## src/rtl/prng_arbiter.sv

```systemverilog
// Round-robin front end that shares one PseudorandomGenerator between N requesters.
// Owns the LCG-advanced seed, sequences start/done handshakes and aborts hung draws.
module prng_arbiter #(
  parameter int          N            = 4,
  parameter logic [31:0] INIT_SEED    = 32'd2682981917,
  parameter int          START_CYCLES = 2,
  parameter int          TIMEOUT      = 64
) (
  input  logic         clk,
  input  logic         rst_n,
  input  logic [N-1:0] req,
  output logic [N-1:0] gnt,
  output logic [7:0]   rnd_value,
  output logic         rnd_valid,
  input  logic         reseed,
  input  logic [31:0]  reseed_value,
  output logic         busy,
  output logic         timeout_err,
  output logic         prg_start,
  output logic [31:0]  prg_seed,
  input  logic [7:0]   prg_value,
  input  logic         prg_done
);

  localparam int PW  = $clog2(N);
  localparam int SCW = $clog2(START_CYCLES + 1);
  localparam int WCW = $clog2(TIMEOUT + 1);
  localparam logic [31:0] LCG_A = 32'd1664525;
  localparam logic [31:0] LCG_C = 32'd1013904223;

  typedef enum logic [1:0] {IDLE, START, WAIT, DELIVER} state_t;

  state_t        state_q, state_d;
  logic [31:0]   seed_q, seed_d;
  logic [PW-1:0] rr_ptr_q, rr_ptr_d;
  logic [PW-1:0] cur_q, cur_d;
  logic [SCW-1:0] start_cnt_q, start_cnt_d;
  logic [WCW-1:0] wait_cnt_q, wait_cnt_d;
  logic          done_q;
  logic [7:0]    rnd_value_q, rnd_value_d;
  logic          timeout_err_q, timeout_err_d;
  logic          pend_q, pend_d;
  logic [31:0]   pend_val_q, pend_val_d;

  logic          req_found;
  logic [PW-1:0] req_pick;
  logic [PW-1:0] cand;
  logic          done_edge;
  logic [31:0]   seed_next;

  assign done_edge = prg_done & ~done_q;
  assign seed_next = seed_q * LCG_A + LCG_C;

  // Search upward from the slot after the last winner so every requester gets a turn.
  always_comb begin
    req_found = 1'b0;
    req_pick  = '0;
    cand      = '0;
    for (int i = 1; i <= N; i++) begin
      cand = PW'((int'(rr_ptr_q) + i) % N);
      if (!req_found && req[cand]) begin
        req_found = 1'b1;
        req_pick  = cand;
      end
    end
  end

  always_comb begin
    state_d       = state_q;
    seed_d        = seed_q;
    rr_ptr_d      = rr_ptr_q;
    cur_d         = cur_q;
    start_cnt_d   = start_cnt_q;
    wait_cnt_d    = wait_cnt_q;
    rnd_value_d   = rnd_value_q;
    timeout_err_d = timeout_err_q;
    pend_d        = pend_q;
    pend_val_d    = pend_val_q;
    gnt           = '0;
    rnd_valid     = 1'b0;
    busy          = (state_q != IDLE);
    prg_start     = (state_q == START);

    // Reseeds arriving mid-draw wait for IDLE; a later pulse overwrites an earlier one.
    if (reseed && state_q != IDLE) begin
      pend_d     = 1'b1;
      pend_val_d = reseed_value;
    end

    unique case (state_q)
      IDLE: begin
        if (reseed || pend_q) begin
          seed_d        = reseed ? reseed_value : pend_val_q;
          timeout_err_d = 1'b0;
          pend_d        = 1'b0;
        end else if (req_found) begin
          cur_d       = req_pick;
          start_cnt_d = '0;
          state_d     = START;
        end
      end
      START: begin
        if (start_cnt_q == SCW'(START_CYCLES - 1)) begin
          start_cnt_d = '0;
          wait_cnt_d  = '0;
          state_d     = WAIT;
        end else begin
          start_cnt_d = start_cnt_q + SCW'(1);
        end
      end
      WAIT: begin
        if (done_edge) begin
          rnd_value_d = prg_value;
          seed_d      = seed_next;
          state_d     = DELIVER;
        end else if (wait_cnt_q == WCW'(TIMEOUT - 1)) begin
          rnd_value_d   = 8'h00;
          timeout_err_d = 1'b1;
          seed_d        = seed_next;
          state_d       = DELIVER;
        end else begin
          wait_cnt_d = wait_cnt_q + WCW'(1);
        end
      end
      DELIVER: begin
        rnd_valid = 1'b1;
        for (int i = 0; i < N; i++) begin
          gnt[i] = (cur_q == PW'(i));
        end
        rr_ptr_d = cur_q;
        state_d  = IDLE;
      end
      default: state_d = IDLE;
    endcase
  end

  always_ff @(posedge clk) begin
    if (!rst_n) begin
      state_q       <= IDLE;
      seed_q        <= INIT_SEED;
      rr_ptr_q      <= PW'(N - 1);
      cur_q         <= '0;
      start_cnt_q   <= '0;
      wait_cnt_q    <= '0;
      done_q        <= 1'b0;
      rnd_value_q   <= 8'h00;
      timeout_err_q <= 1'b0;
      pend_q        <= 1'b0;
      pend_val_q    <= '0;
    end else begin
      state_q       <= state_d;
      seed_q        <= seed_d;
      rr_ptr_q      <= rr_ptr_d;
      cur_q         <= cur_d;
      start_cnt_q   <= start_cnt_d;
      wait_cnt_q    <= wait_cnt_d;
      done_q        <= prg_done;
      rnd_value_q   <= rnd_value_d;
      timeout_err_q <= timeout_err_d;
      pend_q        <= pend_d;
      pend_val_q    <= pend_val_d;
    end
  end

  assign rnd_value   = rnd_value_q;
  assign timeout_err = timeout_err_q;
  assign prg_seed    = seed_q;

endmodule

```

## config.mk

```make
export PLATFORM = sky130hd
export DESIGN_NAME = prng_arbiter
export DESIGN_NICKNAME = d
export VERILOG_FILES = /design/src/rtl/prng_arbiter.sv
export SDC_FILE = /design/constraint.sdc
export NUM_CORES = 1
export LEC_CHECK = 0
export BUFFER_PORTS_ARGS = -buffer_cell sky130_fd_sc_hd__buf_4
export CAP_MARGIN = 20
export CORE_ASPECT_RATIO = 0.5
export CORE_UTILIZATION = 55
export DETAILED_ROUTE_END_ITERATION = 10
export GPL_TIMING_DRIVEN = 1
export PLACE_DENSITY_LB_ADDON = 0.05
export RECOVER_POWER = 50
export SLEW_MARGIN = 0
export SYNTH_ARGS = -nofsm -noshare
export SYNTH_HDL_FRONTEND = slang
export SYNTH_SLANG_ARGS = --single-unit
```

## constraint.sdc

```tcl
create_clock -name clk -period 8.35 [get_ports clk]
set_input_delay 1.67 -clock clk [delete_from_list [all_inputs] [get_ports clk]]
set_output_delay 1.67 -clock clk [all_outputs]
set_load 0.03 [all_outputs]
```

==> flow_summary_export.csv, run 1 <==
group,metric,value,unit
outcome,status,"finished, violations left",
outcome,violations,"capacitance limit, slew limit",
layout,area_delta_synth_final,10.2,%
setup_path,slowest_stage,"dfxtp_1",
layout,num_antenna_cells,0,
synthesis,yosysTopAreaCellShare,24.8,%
synthesis,synthArstFlopShare,0,%
cts,cts.sinks,90,
setup_path,arrival,6910,ps
job,drv_cap,1,
route,via_per_inst,5.37,
placed_design,post-dp-hpwl,24400,um
grt,grt_overflow,0,
cts,cts_hold_buf,0,
grt,grt_max_degree,92,
setup_path,reg2reg_from,"prg_seed[1]$_SDFFE_PN0P_",
timing,slew_viol_final,92,
synthesis,synthTopCellsByCount,"270 x inv_1, 165 x ha_1, 137 x fa_1",
timing,worstMarginPinSlew,3480,ps
floorplanning,fp.coreArea,0.0196,mm^2
setup_path,critPathKind,"reg2reg",
route,wirelength,29100,um
setup_path,endpoint_kind,"flop",
cts,tritoncts,"built",
synthesis,yosys_warnings,0,
setup_path,cp_cell_sequence,"inv_1 -> ha_1 -> and2_1 -> fa_1 -> fa_1 -> inv_1 -> fa_1 -> inv_1 -> fa_1 -> fa_1 -> ha_1 -> nand3_2 -> or3_1 -> o211ai_1 -> a21oi_1 -> a21oi_2 -> nor3_1 -> o31a_1 -> or4b_1 -> nand3_1",
setup_path,cp_max_fo,13,
hold_path,hold_path.class,"reg2reg",
timing,min_period,6650,ps
cts,clk_path_buf_depth,2,
synthesis,synth.area.top_cells,"fa_1 25%, ha_1 19%, dfxtp_1 16%, inv_1 9.1%, nand2_1 4.0%",
placed_design,placed_cells,1571,
floorplanning,die_y,102,um
route,wl_per_cell,18.3,um
synthesis,ys_ff_latch,90,
setup_path,cp_data_required_time,8610,ps
placed_design,port_buffers,95,
placed_design,gp_congestion,0.952,
floorplanning,die-area,0.0208,mm^2
synthesis,synth_area_leader_cell,"fa_1",
setup_path,critPathMostFrequentCell,"fa_1",
floorplanning,fp-row-count,36,
layout,layoutNonFillerInstCount,1587,
floorplanning,die_w,203,um
layout,drive_gt1_share,7.42,%
synthesis,syn_inst,1243,
cts,cts_made_buffers,9,
timing,hold_viol,0,
hold_path,hold_depth,2,
grt,grt_first_pass_wirelength,45900,um
setup_path,max_stage_delay,660,ps
grt,antenna_found_initial,0,
route,drc,0,
floorplanning,start_util,56.5,%
floorplanning,io_pins,96,
setup_path,r2r_setup_slack,1700,ps
cts,clkTransAtPathRegs,80,ps
timing,slew_headroom,-132,%
synthesis,yosysUniqueCellTypes,59,
hold_path,hold_end,"start_cnt_q[1]$_SDFFE_PN0P_",
route,vias,8530,
synthesis,syn_area,0.0111,mm^2
synthesis,avgSynthCellArea,8.91,um^2
timing,rsz0062_at_grt,"false",
timing,hold_slack,437,ps
cts,clock_latency,350,ps
cts,post_cts_buffers,0,
layout,final_core_util,62.3,%
route,drt_iter0_drc,582,
grt,grt_usage,29.4,%
route,ant_nets,0,
synthesis,synth-seq-area-share,16.3,%
timing,fin_crit_sh,79.7,%
hold_path,worstHoldStart,"start_cnt_q[1]$_SDFFE_PN0P_",
setup_path,reg2reg_depth,20,
synthesis,synth_nets,1593,
synthesis,synth_edf_count,0,
timing,setup_tns,0,ps
timing,max_clock_freq,150,MHz
cts,postCtsResizedCells,0,
timing,finalClockSkew,10.8,ps
setup_path,r2r_end,"prg_seed[29]$_SDFFE_PN0P_",
layout,nets,1666,
grt,first_global_vias,8416,
timing,setup_viol,0,
synthesis,synth_top_flop_cell,"dfxtp_1",
route,dr.pass1.iters,6,
synthesis,synth.most_common_cell,"inv_1",
setup_path,start_kind,"flop",
cts,htree_levels,3,
setup_path,startpoint,"prg_seed[1]$_SDFFE_PN0P_",
cts,cts_root_buffer,"clkbuf_16",
cell usage in the layout (no fill, tap or decap), types with 10 or more instances in the layout:
cell,netlist,routed
buf_4,0,65
fa_1,137,137
nor2b_1,34,32
ha_1,165,164
a21o_1,10,10
a21oi_1,45,45
nand2_1,117,117
clkbuf_1,34,34
a21boi_0,35,35
inv_1,270,270
a211oi_1,23,23
nand3_1,13,13
nor2_1,44,44
mux2i_1,24,24
o21ai_0,37,37
xnor2_1,38,38
dfxtp_1,90,90
xor2_1,14,14
layer usage:
| metal | share of wire, % | GRT usage, % | wire [um] |
|---|---|---|---|
| met5 | 0 | 0 | 0 |
| met4 | 0.86 | 3.93 | 249 |
| met3 | 10 | 9.57 | 2930 |
| met2 | 38 | 40.3 | 11100 |
| met1 | 51 | 45.0 | 14800 |
stage by stage:
stage | area, um^2 | worst slack, ps
6_report | 12200 | 1700
5_1_grt | 12200 | 1330
4_1_cts | 12300 | 1710
3_5_place_dp | 12000 | 1760
3_3_place_gp | 12000 | 1950
2_1_floorplan | 11100 | 2030
logic make-up after synthesis:
| group | Yosys count | share of synthesized area [%] |
|---|---|---|
| compound gates | 208 | 12.5 |
| xor+xnor | 52 | 4.11 |
| fa+ha+maj | 302 | 43.4 |
| buf+inv | 308 | 10.4 |
| flops | 90 | 16.3 |
| mux | 28 | 2.57 |
| simple gates | 255 | 10.7 |
worst max-delay path, delay by kind of cell, from the launching register on:
kind                       cells  cell delay, ps
adders and majority gates      7            3410
and+or+nand+nor                6            1420
AOI/OAI and AO/OA              4             750
DFF                            1             660
buffers and inverters          3             350
worst max-delay path by stage:
stage / endpoint / depth (start not counted)
after CTS: prg_seed[29]$_SDFFE_PN0P_ / 20
after global placement: prg_seed[29]$_SDFFE_PN0P_ / 20
after floorplan: prg_seed[29]$_SDFFE_PN0P_ / 20
after detailed placement: prg_seed[29]$_SDFFE_PN0P_ / 20
final: prg_seed[29]$_SDFFE_PN0P_ / 20
after global routing: prg_seed[29]$_SDFFE_PN0P_ / 20
layout make-up:
cell class              count  area (um^2)
clock buffers               9          225
clock inverters             7         65.1
fillers                  1761         7380
inverters                 270         1010
multi-input cells         845         8130
flip-flops and latches     90         1800
well taps                 266          333
repair buffers            100          643
sequential cells by signal, indices dropped and copies added (netlist names):
register	flops
rnd_value	8
state_q	2
start_cnt_q	2
pend_q	1
cur_q	2
prg_seed	32
pend_val_q	32
done_q	1
wait_cnt_q	7
timeout_err	1
rr_ptr_q	2
Power of run 1 is not shown: default switching activity piles up to over one toggle a cycle in this logic, so the estimate is an artifact.
==> inputs of run 2 (changes only) <==
Settings changed: ABC_AREA from default to 1.
Clock period 8.35 ns to 5.6 ns, I/O delays scaled along.
==> run 2 against run 1 <==
The flow now finishes without violations. Clock skew down 1.6 ps. Final cell count up 22%. Cell area up 14%. Routed wire length up 25%. Count of clock-buffer cells in the layout up 1. Non-clock buffer count up 54. First-iteration DRC count up 45%. Die area up 5.9%. Synthesized cell count up 24%. Utilization up 4.7 points. Largest cell class unchanged. Highest routed layer unchanged.
==> flow_summary_export.csv, run 2 <==
group,metric,value,unit
timing,finalClockSkew,9.20,ps
route,via_per_inst,5.43,
synthesis,syn_area,0.0117,mm^2
cts,clock_latency,360,ps
layout,area_delta_synth_final,18.4,%
cts,cts_hold_buf,0,
floorplanning,die_w,209,um
timing,fin_crit_sh,98.9,%
route,drc,0,
timing,slew_viol_final,0,
cts,tritoncts,"built",
cts,cts_root_buffer,"clkbuf_16",
setup_path,r2r_end,"prg_seed[22]$_SDFFE_PN1P_",
synthesis,avgSynthCellArea,7.64,um^2
placed_design,port_buffers,95,
synthesis,yosysUniqueCellTypes,46,
synthesis,synth_area_leader_cell,"fa_1",
floorplanning,io_pins,96,
floorplanning,fp.coreArea,0.0207,mm^2
grt,grt_usage,33.9,%
layout,nFillCells,1814,
timing,setup_viol,0,
hold_path,hold_path.class,"reg2reg",
grt,grt_overflow,0,
synthesis,synth.area.top_cells,"fa_1 23%, ha_1 18%, dfxtp_1 15%, inv_1 11%, nand2_1 6.8%",
setup_path,r2r_setup_slack,60,ps
synthesis,ys_ff_latch,90,
setup_path,critPathKind,"reg2reg",
floorplanning,fp-row-count,37,
synthesis,synth-seq-area-share,15.3,%
synthesis,yosys_warnings,0,
floorplanning,die_y,105,um
timing,rsz0062_at_grt,"true",
setup_path,endpoint,"prg_seed[22]$_SDFFE_PN1P_",
setup_path,cp_data_required_time,5820,ps
synthesis,synth_top_flop_cell,"dfxtp_1",
cts,cts.sinks,90,
setup_path,arrival,5750,ps
grt,antenna_found_initial,0,
timing,setup_tns,0,ps
placed_design,placed_cells,1919,
route,ant_nets,0,
timing,hold_viol,0,
layout,layoutNonFillerInstCount,1944,
setup_path,reg2reg_depth,27,
cts,clk_path_buf_depth,2,
layout,num_antenna_cells,0,
floorplanning,start_util,56.6,%
synthesis,synth.most_common_cell,"inv_1",
route,dr.pass1.iters,6,
layout,final_common_cell,"inv_1",
cts,cts_made_buffers,9,
synthesis,synth_nets,1887,
synthesis,yosysTopAreaCellShare,23.3,%
timing,slew_headroom,28.9,%
setup_path,reg2reg_from,"prg_seed[1]$_SDFFE_PN0P_",
layout,drive_gt1_share,17.9,%
placed_design,gp_congestion,1.02,
setup_path,cp_max_fo,4,
setup_path,endpoint_kind,"flop",
route,wl_per_cell,18.7,um
timing,min_period,5540,ps
layout,nets,2016,
setup_path,startpoint,"prg_seed[1]$_SDFFE_PN0P_",
timing,max_clock_freq,181,MHz
floorplanning,die-area,0.0220,mm^2
route,drt_iter0_drc,844,
route,vias,10556,
route,wirelength,36300,um
synthesis,syn_inst,1537,
timing,worstMarginPinSlew,1070,ps
setup_path,start_kind,"flop",
synthesis,synthArstFlopShare,0,%
layout,design_area,0.0139,mm^2
cts,htree_levels,3,
synthesis,synth_edf_count,0,
layout,final_cell_mix,"339 x inv_1, 201 x nand2_1, 153 x buf_4",
synthesis,synthTopCellsByCount,"353 x inv_1, 213 x nand2_1, 165 x ha_1",
grt,grt_first_pass_wirelength,56600,um
grt,grt_max_degree,61,
cts,clkTransAtPathRegs,70,ps
placed_design,post-dp-hpwl,29800,um
outcome,status,"finished, final reports clean",
grt,first_global_vias,10484,
placed_design,dpl_cell_area,0.0130,mm^2
job,drv_cap,0,
run 2: changes by cell type after synthesis, moves of 14 or more:
cell	before	now
nor2b_1	34	0
nand2_1	117	213
a211oi_1	23	9
inv_1	270	353
o21ai_0	37	118
nor2_1	44	127
xnor2_1	38	5
a21oi_1	45	108
a21boi_0	35	3
mux2i_1	24	0
clkbuf_1	34	18
nand3_1	13	69
run 2: repair_timing:
action,CTS,global route
gates resized for setup,9,127
setup endpoints to repair,7,15
pin swaps,3,32
setup buffers,1,8
run 2: kinds of logic after synthesis:
| family | share of synthesized area (%) |
|---|---|
| AO/OA/AOI/OAI | 12.7 |
| XOR/XNOR | 1.34 |
| adder cells (fa/ha/maj) | 40.9 |
| AND/OR/NAND/NOR | 16.6 |
| flip-flops | 15.3 |
| buffers and inverters | 13.0 |
run 2: metrics by stage:
stage	utilization, %	hold slack (ps)	setup slack (ps)
6_report	67.0	440	62.3
3_5_place_dp	62.7	427	-237
2_1_floorplan	-	409	12.8
3_3_place_gp	62.7	416	-200
4_1_cts	64.5	438	-6.73
5_1_grt	67.0	475	-99.7
run 2: routing by layer:
metal	vias to the layer above	part of all wire [%]	track usage, %
li1	5081	-	-
met2	358	40	49.0
met4	0	0.91	4.99
met3	25	9.5	8.58
met5	-	0	0
met1	5092	49	51.5
run 2: worst max-delay path, cell delays in order (launching register included):
cell and delay, ps:
dfxtp_2 360, inv_2 60, ha_4 270, buf_6 110
xor2_4 160, inv_2 60, ha_4 210, fa_1 500
inv_2 40, fa_1 480, inv_1 50, fa_1 450
fa_1 510, inv_2 40, fa_2 580, inv_2 60
ha_4 320, nand2_4 80, nor2_4 160, inv_2 80
nor2_4 140, nand4_1 140, nand3_2 160, a21oi_2 70
o21ai_2 80, nand2_1 80, o21ai_1 90, nand2_1 70
run 2: area by class of cell:
| type | count | area, um^2 | share of cell area (%) |
|---|---|---|---|
| clock buffers | 10 | 229 | 1.65 |
| clock inverters | 6 | 73.8 | 0.531 |
| inverters | 360 | 1350 | 9.72 |
| multi-input cells | 1051 | 8920 | 64.2 |
| flip-flops and latches | 90 | 1830 | 13.1 |
| well taps | 273 | 342 | 2.46 |
| repair buffers | 154 | 1160 | 8.34 |
run 2: how the worst min path moves through the flow:
stage	cells after the start	from	endpoint
floorplan	2	start_cnt_q[1]$_SDFFE_PN0P_	start_cnt_q[1]$_SDFFE_PN0P_
global placement	2	start_cnt_q[1]$_SDFFE_PN0P_	start_cnt_q[1]$_SDFFE_PN0P_
detailed placement	2	start_cnt_q[1]$_SDFFE_PN0P_	start_cnt_q[1]$_SDFFE_PN0P_
CTS	2	start_cnt_q[1]$_SDFFE_PN0P_	start_cnt_q[1]$_SDFFE_PN0P_
global route	2	start_cnt_q[1]$_SDFFE_PN0P_	start_cnt_q[1]$_SDFFE_PN0P_
finish	2	start_cnt_q[1]$_SDFFE_PN0P_	start_cnt_q[1]$_SDFFE_PN0P_
Power of run 2 is left out for the same reason.
==> inputs of run 3 (changes only) <==
Settings changed: CAP_MARGIN 20 to default, CORE_ASPECT_RATIO 0.5 to 0.8, PLACE_DENSITY from default to 0.77, PLACE_DENSITY_LB_ADDON 0.05 to default.
==> run 3 against run 2 <==
The flow now finishes with violations (DRC). Highest routed layer unchanged. Utilization fell by 0.83 points. Global-route usage rose by 0.40 points. Clock skew rose by 2.9 ps. Cell area fell by 0.87%.
==> flow_summary_export.csv, run 3 (synthesis gave the netlist of run 2 again) <==
group,metric,value,unit
outcome,status,"finished, violations left",
outcome,violations,"DRC",
hold_path,hold_path.class,"reg2reg",
route,wl_per_cell,18.7,um
placed_design,port_buffers,95,
floorplanning,start_util,56.4,%
setup_path,max_stage_delay,550,ps
timing,max_clock_freq,182,MHz
grt,use_met3,9.59,%
timing,finalClockSkew,12.1,ps
floorplanning,die-area,0.0219,mm^2
route,via_per_inst,5.47,
cts,clk_path_buf_depth,2,
grt,grt_first_pass_wirelength,56200,um
layout,final_common_cell,"inv_1",
route,dr.pass1.iters,10,
floorplanning,fp-row-count,47,
placed_design,gp_congestion,1.00,
cts,cts_made_buffers,9,
timing,setup_viol,0,
cts,cts_hold_buf,0,
cts,cts_root_buffer,"clkbuf_16",
layout,final_cell_mix,"345 x inv_1, 203 x nand2_1, 153 x buf_4",
grt,grt_use_met1,51.0,%
cts,clock_latency,360,ps
route,wirelength,36300,um
timing,min_period,5490,ps
cts,tritoncts,"built",
setup_path,cp_data_required_time,5820,ps
grt,grt_max_degree,61,
timing,setup_tns,0,ps
cts,cts.sinks,90,
setup_path,start_kind,"flop",
floorplanning,io_pins,96,
cts,htree_levels,3,
timing,slew_viol_final,0,
route,ant_nets,0,
floorplanning,die_w,165,um
layout,num_antenna_cells,0,
setup_path,slowest_stage,"fa_1",
layout,multiInputGateArea,0.00883,mm^2
grt,grt_usage,34.3,%
cts,clkTransAtPathRegs,80,ps
floorplanning,fp.coreArea,0.0208,mm^2
job,drv_cap,0,
setup_path,arrival,5710,ps
timing,slew_headroom,28.2,%
timing,hold_viol,0,
placed_design,post-dp-hpwl,30100,um
setup_path,path_delay_family,"adder cells",
route,drt_iter0_drc,745,
setup_path,cp_max_fo,5,
layout,drive_gt1_share,17.0,%
grt,antenna_found_initial,0,
grt,top_usage_layer,"met1",
grt,grt_overflow,0,
setup_path,endpoint_kind,"flop",
timing,rsz0062_at_grt,"true",
setup_path,critPathKind,"reg2reg",
timing,worstMarginPinSlew,1080,ps
layout,regArea,0.00182,mm^2
route,vias,10601,
layout,area_delta_synth_final,17.3,%
floorplanning,die_y,133,um
grt,use_met2,50.3,%
layout,nFillCells,1833,
setup_path,critPathMostFrequentCell,"fa_1",
layout,nets,2015,
setup_path,cp.buffers_inverters,5,
route,drc,6,
timing,fin_crit_sh,98.1,%
grt,first_global_vias,10204,
setup_path,cp_cell_sequence,"inv_1 -> ha_1 -> inv_1 -> fa_1 -> fa_1 -> fa_1 -> inv_1 -> fa_1 -> inv_1 -> fa_1 -> fa_1 -> ha_4 -> nand2_4 -> inv_2 -> nand2_4 -> nor4_4 -> nand2_1 -> nand3_1 -> nand2_1 -> nand3_1 -> nand3_1 -> nand2_1 -> nand2_1",
-- run 3: through the flow --
step	hold WS, ps	instances	setup slack (ps)	utilization [%]	cell area (um^2)
final	432	1939	108	66.2	13800
after global routing	447	1939	-62.9	66.2	13800
after CTS	435	1934	2.87	64.4	13400
after detailed placement	425	1917	-292	62.5	13000
after global placement	417	1917	-335	62.5	13000
after floorplan	409	1537	12.8	-	11800
-- run 3: worst min-delay path, cell delays in order, from the launching register on --
cell and delay (ps):
dfxtp_1 310, inv_1 50, nor2_1 30
-- run 3: per-layer routing --
layer	routed length (um)	share of wire, %	vias to the layer above
met2	15600	43	425
met1	16600	46	5069
li1	-	-	5071
met3	3640	10	36
met4	481	1.3	0
met5	0	0	-
-- run 3: repair_timing --
| item | in CTS | in global routing |
|---|---|---|
| endpoints found under the setup margin | 6 | 16 |
| buffers inserted | 1 | 5 |
| cloned | 0 | 0 |
| hold endpoints to repair | 0 | 0 |
| resized for setup | 16 | 92 |
| pin swaps | 1 | 16 |
-- run 3: final cells by class --
cell class,count,share of cell area [%]
multi-input combinational,1051,64.1
clock inverter,7,0.508
timing repair buffer,153,8.33
inverter,360,9.80
clock buffer,9,1.63
tap,269,2.44
sequential,90,13.2
-- run 3: worst paths after layout --
kind / startpoint / endpoint / slack [ps] / cells after the start
min: start_cnt_q[1]$_SDFFE_PN0P_ / start_cnt_q[1]$_SDFFE_PN0P_ / 430 / 2
max: prg_seed[3]$_SDFFE_PN1P_ / prg_seed[27]$_SDFFE_PN1P_ / 110 / 23
min reg2reg: start_cnt_q[1]$_SDFFE_PN0P_ / start_cnt_q[1]$_SDFFE_PN0P_ / 430 / 2
max reg2reg: prg_seed[3]$_SDFFE_PN1P_ / prg_seed[27]$_SDFFE_PN1P_ / 110 / 23
Power of run 3 is left out for the same reason.
